## config.mk

```make
export PLATFORM = sky130hd
export DESIGN_NAME = pilot_interp_seq
export DESIGN_NICKNAME = d
export VERILOG_FILES = /design/src/rtl/pilot_interp_seq.sv
export SDC_FILE = /design/constraint.sdc
export NUM_CORES = 1
export LEC_CHECK = 0
export ABC_AREA = 1
export CORE_UTILIZATION = 61
export DETAILED_ROUTE_END_ITERATION = 16
export GPL_TIMING_DRIVEN = 0
export PLACE_DENSITY = 0.9
export SYNTH_ARGS = -nofsm -noshare
export SYNTH_HDL_FRONTEND = slang
export SYNTH_SLANG_ARGS = --single-unit
```

## constraint.sdc

```tcl
create_clock -name clk -period 9.9 [get_ports clk]
set_input_delay 1.485 -clock clk [delete_from_list [all_inputs] [get_ports clk]]
set_output_delay 1.485 -clock clk [all_outputs]
set_load 0.01 [all_outputs]
```

## src/rtl/pilot_interp_seq.sv

```systemverilog
`default_nettype none
// ============================================================================
// Module      : pilot_interp_seq
// Description : Sequences one OFDM symbol of NRS pilot estimates into a
//               12-subcarrier stream of bypassed pilots and 2a+b / a+2b sums.
// Revision    : 1.0 - initial release
// ============================================================================
module pilot_interp_seq #(
  parameter int EST_WIDTH    = 18,
  parameter int SUM_WIDTH    = 20,
  parameter int NUM_PILOTS   = 4,
  parameter int NUM_SC       = 12,
  parameter int SC_IDX_WIDTH = 4
) (
  input  logic                    clk,
  input  logic                    rst_n,
  input  logic                    start,
  input  logic                    pilot_valid,
  output logic                    pilot_ready,
  input  logic [EST_WIDTH-1:0]    pilot_re,
  input  logic [EST_WIDTH-1:0]    pilot_im,
  output logic                    out_valid,
  input  logic                    out_ready,
  output logic [SUM_WIDTH-1:0]    sum_re,
  output logic [SUM_WIDTH-1:0]    sum_im,
  output logic                    bypass,
  output logic [SC_IDX_WIDTH-1:0] sc_idx,
  output logic                    done
);

  localparam logic [2:0] S_IDLE      = 3'd0;
  localparam logic [2:0] S_GET_A     = 3'd1;
  localparam logic [2:0] S_EMIT_P    = 3'd2;
  localparam logic [2:0] S_GET_B     = 3'd3;
  localparam logic [2:0] S_EMIT_1    = 3'd4;
  localparam logic [2:0] S_EMIT_2    = 3'd5;
  localparam logic [2:0] S_EMIT_TAIL = 3'd6;
  localparam logic [2:0] S_DONE      = 3'd7;

  localparam int                      PCNT_WIDTH  = $clog2(NUM_PILOTS + 1);
  localparam logic [PCNT_WIDTH-1:0]   C_NUM_PILOT = PCNT_WIDTH'(NUM_PILOTS);
  localparam logic [SC_IDX_WIDTH-1:0] C_LAST_SC   = SC_IDX_WIDTH'(NUM_SC - 1);
  localparam int                      EXT_BITS    = SUM_WIDTH - EST_WIDTH;

  logic [2:0]              state_q, state_d;
  logic [EST_WIDTH-1:0]    a_re_q, a_re_d, a_im_q, a_im_d;
  logic [EST_WIDTH-1:0]    b_re_q, b_re_d, b_im_q, b_im_d;
  logic [PCNT_WIDTH-1:0]   pcnt_q, pcnt_d;
  logic [SC_IDX_WIDTH-1:0] sc_idx_q, sc_idx_d;
  logic                    pilot_ready_q, pilot_ready_d;
  logic                    out_valid_q, out_valid_d;
  logic                    bypass_q, bypass_d;
  logic                    done_q, done_d;
  logic [SUM_WIDTH-1:0]    sum_re_q, sum_re_d, sum_im_q, sum_im_d;

  logic                    in_xfer, out_xfer;
  logic [SUM_WIDTH-1:0]    ext_a_re, ext_a_im, ext_b_re, ext_b_im;

  assign in_xfer  = pilot_valid & pilot_ready_q;
  assign out_xfer = out_valid_q & out_ready;

  // Outputs are computed from next-state values so every port comes from a flop.
  assign ext_a_re = {{EXT_BITS{a_re_d[EST_WIDTH-1]}}, a_re_d};
  assign ext_a_im = {{EXT_BITS{a_im_d[EST_WIDTH-1]}}, a_im_d};
  assign ext_b_re = {{EXT_BITS{b_re_d[EST_WIDTH-1]}}, b_re_d};
  assign ext_b_im = {{EXT_BITS{b_im_d[EST_WIDTH-1]}}, b_im_d};

  always_ff @(posedge clk or negedge rst_n) begin
    if (!rst_n) begin
      state_q       <= S_IDLE;
      a_re_q        <= '0;
      a_im_q        <= '0;
      b_re_q        <= '0;
      b_im_q        <= '0;
      pcnt_q        <= '0;
      sc_idx_q      <= '0;
      pilot_ready_q <= 1'b0;
      out_valid_q   <= 1'b0;
      bypass_q      <= 1'b0;
      done_q        <= 1'b0;
      sum_re_q      <= '0;
      sum_im_q      <= '0;
    end else begin
      state_q       <= state_d;
      a_re_q        <= a_re_d;
      a_im_q        <= a_im_d;
      b_re_q        <= b_re_d;
      b_im_q        <= b_im_d;
      pcnt_q        <= pcnt_d;
      sc_idx_q      <= sc_idx_d;
      pilot_ready_q <= pilot_ready_d;
      out_valid_q   <= out_valid_d;
      bypass_q      <= bypass_d;
      done_q        <= done_d;
      sum_re_q      <= sum_re_d;
      sum_im_q      <= sum_im_d;
    end
  end

  always_comb begin
    state_d  = state_q;
    a_re_d   = a_re_q;
    a_im_d   = a_im_q;
    b_re_d   = b_re_q;
    b_im_d   = b_im_q;
    pcnt_d   = pcnt_q;
    sc_idx_d = sc_idx_q;
    if (out_xfer && (sc_idx_q != C_LAST_SC)) begin
      sc_idx_d = sc_idx_q + 1'b1;
    end
    case (state_q)
      S_IDLE: begin
        if (start) begin
          state_d  = S_GET_A;
          sc_idx_d = '0;
          pcnt_d   = '0;
        end
      end
      S_GET_A: begin
        if (in_xfer) begin
          a_re_d  = pilot_re;
          a_im_d  = pilot_im;
          pcnt_d  = pcnt_q + 1'b1;
          state_d = S_EMIT_P;
        end
      end
      S_EMIT_P: begin
        if (out_xfer) begin
          state_d = (pcnt_q < C_NUM_PILOT) ? S_GET_B : S_EMIT_TAIL;
        end
      end
      S_GET_B: begin
        if (in_xfer) begin
          b_re_d  = pilot_re;
          b_im_d  = pilot_im;
          pcnt_d  = pcnt_q + 1'b1;
          state_d = S_EMIT_1;
        end
      end
      S_EMIT_1: begin
        if (out_xfer) begin
          state_d = S_EMIT_2;
        end
      end
      S_EMIT_2: begin
        // The right-hand pilot becomes the left-hand pilot of the next gap.
        if (out_xfer) begin
          a_re_d  = b_re_q;
          a_im_d  = b_im_q;
          state_d = S_EMIT_P;
        end
      end
      S_EMIT_TAIL: begin
        if (out_xfer && (sc_idx_q == C_LAST_SC)) begin
          state_d = S_DONE;
        end
      end
      S_DONE: begin
        state_d = S_IDLE;
      end
      default: begin
        state_d = S_IDLE;
      end
    endcase
  end

  always_comb begin
    pilot_ready_d = (state_d == S_GET_A) || (state_d == S_GET_B);
    out_valid_d   = (state_d == S_EMIT_P) || (state_d == S_EMIT_1) ||
                    (state_d == S_EMIT_2) || (state_d == S_EMIT_TAIL);
    bypass_d      = (state_d == S_EMIT_P) || (state_d == S_EMIT_TAIL);
    done_d        = (state_d == S_DONE);
    sum_re_d      = '0;
    sum_im_d      = '0;
    case (state_d)
      S_EMIT_P, S_EMIT_TAIL: begin
        sum_re_d = ext_a_re;
        sum_im_d = ext_a_im;
      end
      S_EMIT_1: begin
        sum_re_d = {ext_a_re[SUM_WIDTH-2:0], 1'b0} + ext_b_re;
        sum_im_d = {ext_a_im[SUM_WIDTH-2:0], 1'b0} + ext_b_im;
      end
      S_EMIT_2: begin
        sum_re_d = ext_a_re + {ext_b_re[SUM_WIDTH-2:0], 1'b0};
        sum_im_d = ext_a_im + {ext_b_im[SUM_WIDTH-2:0], 1'b0};
      end
      default: begin
        sum_re_d = '0;
        sum_im_d = '0;
      end
    endcase
  end

  assign pilot_ready = pilot_ready_q;
  assign out_valid   = out_valid_q;
  assign bypass      = bypass_q;
  assign done        = done_q;
  assign sum_re      = sum_re_q;
  assign sum_im      = sum_im_q;
  assign sc_idx      = sc_idx_q;

endmodule
`default_nettype wire

```

==> impl_metrics.env <==
export IMPL_status="complete, no violations"
export IMPL_cap_violations=0
export IMPL_layout_drive_gt1_share=0.0671
export IMPL_cts_tree="yes"
export IMPL_grt_pass1_vias=10900
export IMPL_synth_seq_cells=126
export IMPL_clock_sinks=126
export IMPL_initial_core_util=0.628
export IMPL_io_pin_count=89
export IMPL_setup_viol=0
export IMPL_grt_max_degree=104
export IMPL_cts_resized=0
export IMPL_nets=1689
export IMPL_synth_top_area_frac=0.314
export IMPL_grt_usage=0.440
export IMPL_syn_nets=1581
export IMPL_synth_top_area_cell="dfrtp_1"
export IMPL_grt_pass1_wl_um=55600
export IMPL_synthArstFlopShare=1.00
export IMPL_cp_data_arrival_time_ns=6.48
export IMPL_yosysWarningCount=0
export IMPL_worst_pin_slew_ns=1.17
export IMPL_synth_distinct_cells=55
export IMPL_antenna_cells=0
export IMPL_cp_required_ns=10.19
export IMPL_crit_fanout=10
export IMPL_grt_setup_unrepaired="false"
export IMPL_drt_iter0_markers=1153
export IMPL_fin_crit_sh=0.625
export IMPL_post_cts_buffers=0
export IMPL_clk_latency_ns=0.43
export IMPL_synth_top_flop_cell="dfrtp_1"
export IMPL_htreeDepth=4
export IMPL_row_count=46
export IMPL_numCtsBuffers=17
export IMPL_finalHoldViolations=0
export IMPL_die_w_um=130
export IMPL_drt_wl_total_um=35600
export IMPL_cts_path_max_buffers=2
export IMPL_num_vias=11300
export IMPL_drtAntennaViolNets=0
export IMPL_use_met3=0.109
export IMPL_slew_violations=0
export IMPL_utilization=0.743
export IMPL_ys_top_cells_by_area="dfrtp_1 (31%), nand2_1 (13%), ha_1 (8.1%)"
export IMPL_antenna_found_initial=0
export IMPL_post_route_drc_count=0
export IMPL_fin_worst_skew_ns=0.00653
export IMPL_dieArea_mm2=0.0170
export IMPL_synth_seq_area_share=0.314
export IMPL_clock_fmax_mhz=162
export IMPL_fin_tns_setup_ns=0
export IMPL_routedWlPerCell_um=19.7
export IMPL_clkSlewWorstSetupHoldPaths_ns=0.06
export IMPL_syn_area_mm2=0.0100
export IMPL_grt_overflow=0
export IMPL_syn_inst=1473
export IMPL_grt_met1_usage=0.507
export IMPL_path_class="input port to register"
export IMPL_critPathCaptureType="register"
export IMPL_die_y_um=130
export IMPL_global_route_usage_met2=0.712
export IMPL_syn_to_final_growth_pct=18.4
export IMPL_port_buffers=88
export IMPL_vias_per_cell=6.25
export IMPL_coreArea_mm2=0.0160
export IMPL_gp_congestion=1.02
export IMPL_hold_buffers=0
export IMPL_critPathLaunchType="input port"
export IMPL_fin_crit_ns=6.19
export IMPL_synth_edf_count=0
export IMPL_relSlewSlack=0.211
export IMPL_gr_max_usage_layer="met2"
export IMPL_syn_avg_cell_area_um2=6.82
export IMPL_drt_first_pass_iters=7
export IMPL_min_path_type="register to register"
export IMPL_hpwl_um=27000
export IMPL_worst_hold_slack_ns=0.506
export IMPL_clockRootBuffer="clkbuf_16"
## flip-flops by register name, summed over array words and instances, names as in the netlist, named ones only
signal and count:
b_re_q 18, pilot_ready 1, done 1, sum_im 20
sc_idx 4, a_im_q 17, a_re_q 18, pcnt_q 3
sum_re 20, out_valid 1, state_q 3, b_im_q 18
bypass 1
## metal layers
layer	wire length, um	vias to the layer above
met5	0	-
met1	13300	5170
li1	-	5175
met2	16200	777
met4	2530	0
met3	3580	199
## worst max-delay path, stage by stage
cell and delay [ns]:
clkdlybuf4s50_1 0.51, nand2_2 0.13, buf_2 0.23, nor2_1 0.59, clkinv_1 0.52, clkbuf_1 0.41, o211ai_1 0.42, ha_1 0.39
inv_1 0.14, fa_1 0.44, o21ai_0 0.45, nand3_1 0.13, nand2_1 0.16, nand3_1 0.14, nand2_1 0.09, nand2_1 0.05
nand3_1 0.08, nand3_1 0.11
## worst paths after layout
path / start / cells after the start / endpoint / slack [ns]
max reg2reg: out_valid / 17 / sum_im[15] / 4.87
max: out_ready / 18 / sum_im[15] / 3.71
min reg2reg: pcnt_q[0] / 1 / pcnt_q[0] / 0.51
min in group asynchronous: rst_n / 1 / a_im_q[6] / 0.91
min: pcnt_q[0] / 1 / pcnt_q[0] / 0.51
max in group asynchronous: rst_n / 2 / sum_re[12] / 8.20
## layout make-up
| class | instances | area (um2) |
|---|---|---|
| clock inverter | 9 | 180 |
| fill | 1259 | 4110 |
| clock buffer | 23 | 488 |
| timing repair buffer | 89 | 910 |
| buffer | 36 | 188 |
| multi-input combinational | 1129 | 6020 |
| sequential | 126 | 3150 |
| tap | 216 | 270 |
| inverter | 182 | 683 |
## synthesized netlist by cell type, types with 17 or more instances
| master | n |
|---|---|
| nand2_1 | 361 |
| inv_1 | 172 |
| dfrtp_1 | 126 |
| nand2_2 | 17 |
| o211ai_1 | 32 |
| clkbuf_1 | 17 |
| nand3_1 | 155 |
| nand4_1 | 21 |
| a22oi_1 | 22 |
| ha_1 | 65 |
| nor2_1 | 158 |
| nor3_1 | 17 |
| o21ai_0 | 74 |
| a21oi_1 | 90 |
## per-stage QoR
stage | cell area (um2) | cells | setup WS [ns]
final | 11900 | 1810 | 3.71
after global routing | 11900 | 1810 | 3.75
after CTS | 11900 | 1810 | 4.06
after detailed placement | 11200 | 1778 | 3.59
after global placement | 11200 | 1777 | 2.62
after floorplan | 10000 | 1473 | 5.60
## cells in the final DEF, fill, tap and decap left out, types with 19 or more instances in the layout
cell / synthesis / final
clkdlybuf4s50_1: 0 / 87
nor2_1: 158 / 158
o21ai_0: 74 / 74
ha_1: 65 / 65
a21oi_1: 90 / 90
o211ai_1: 32 / 32
clkbuf_1: 17 / 19
nand3_1: 155 / 155
dfrtp_1: 126 / 126
a22oi_1: 22 / 22
nand4_1: 21 / 21
nand2_1: 361 / 361
inv_1: 172 / 172
## kinds of logic after synthesis
kind of cell,Yosys count,synth area share
flops,126,0.314
buf+inv,218,0.0867
fa+ha+maj,67,0.0850
xor+xnor,8,0.00698
compound gates,276,0.166
simple gates,778,0.341
Power is not shown: default switching activity piles up to over one toggle a cycle in this logic, so the estimate is an artifact.
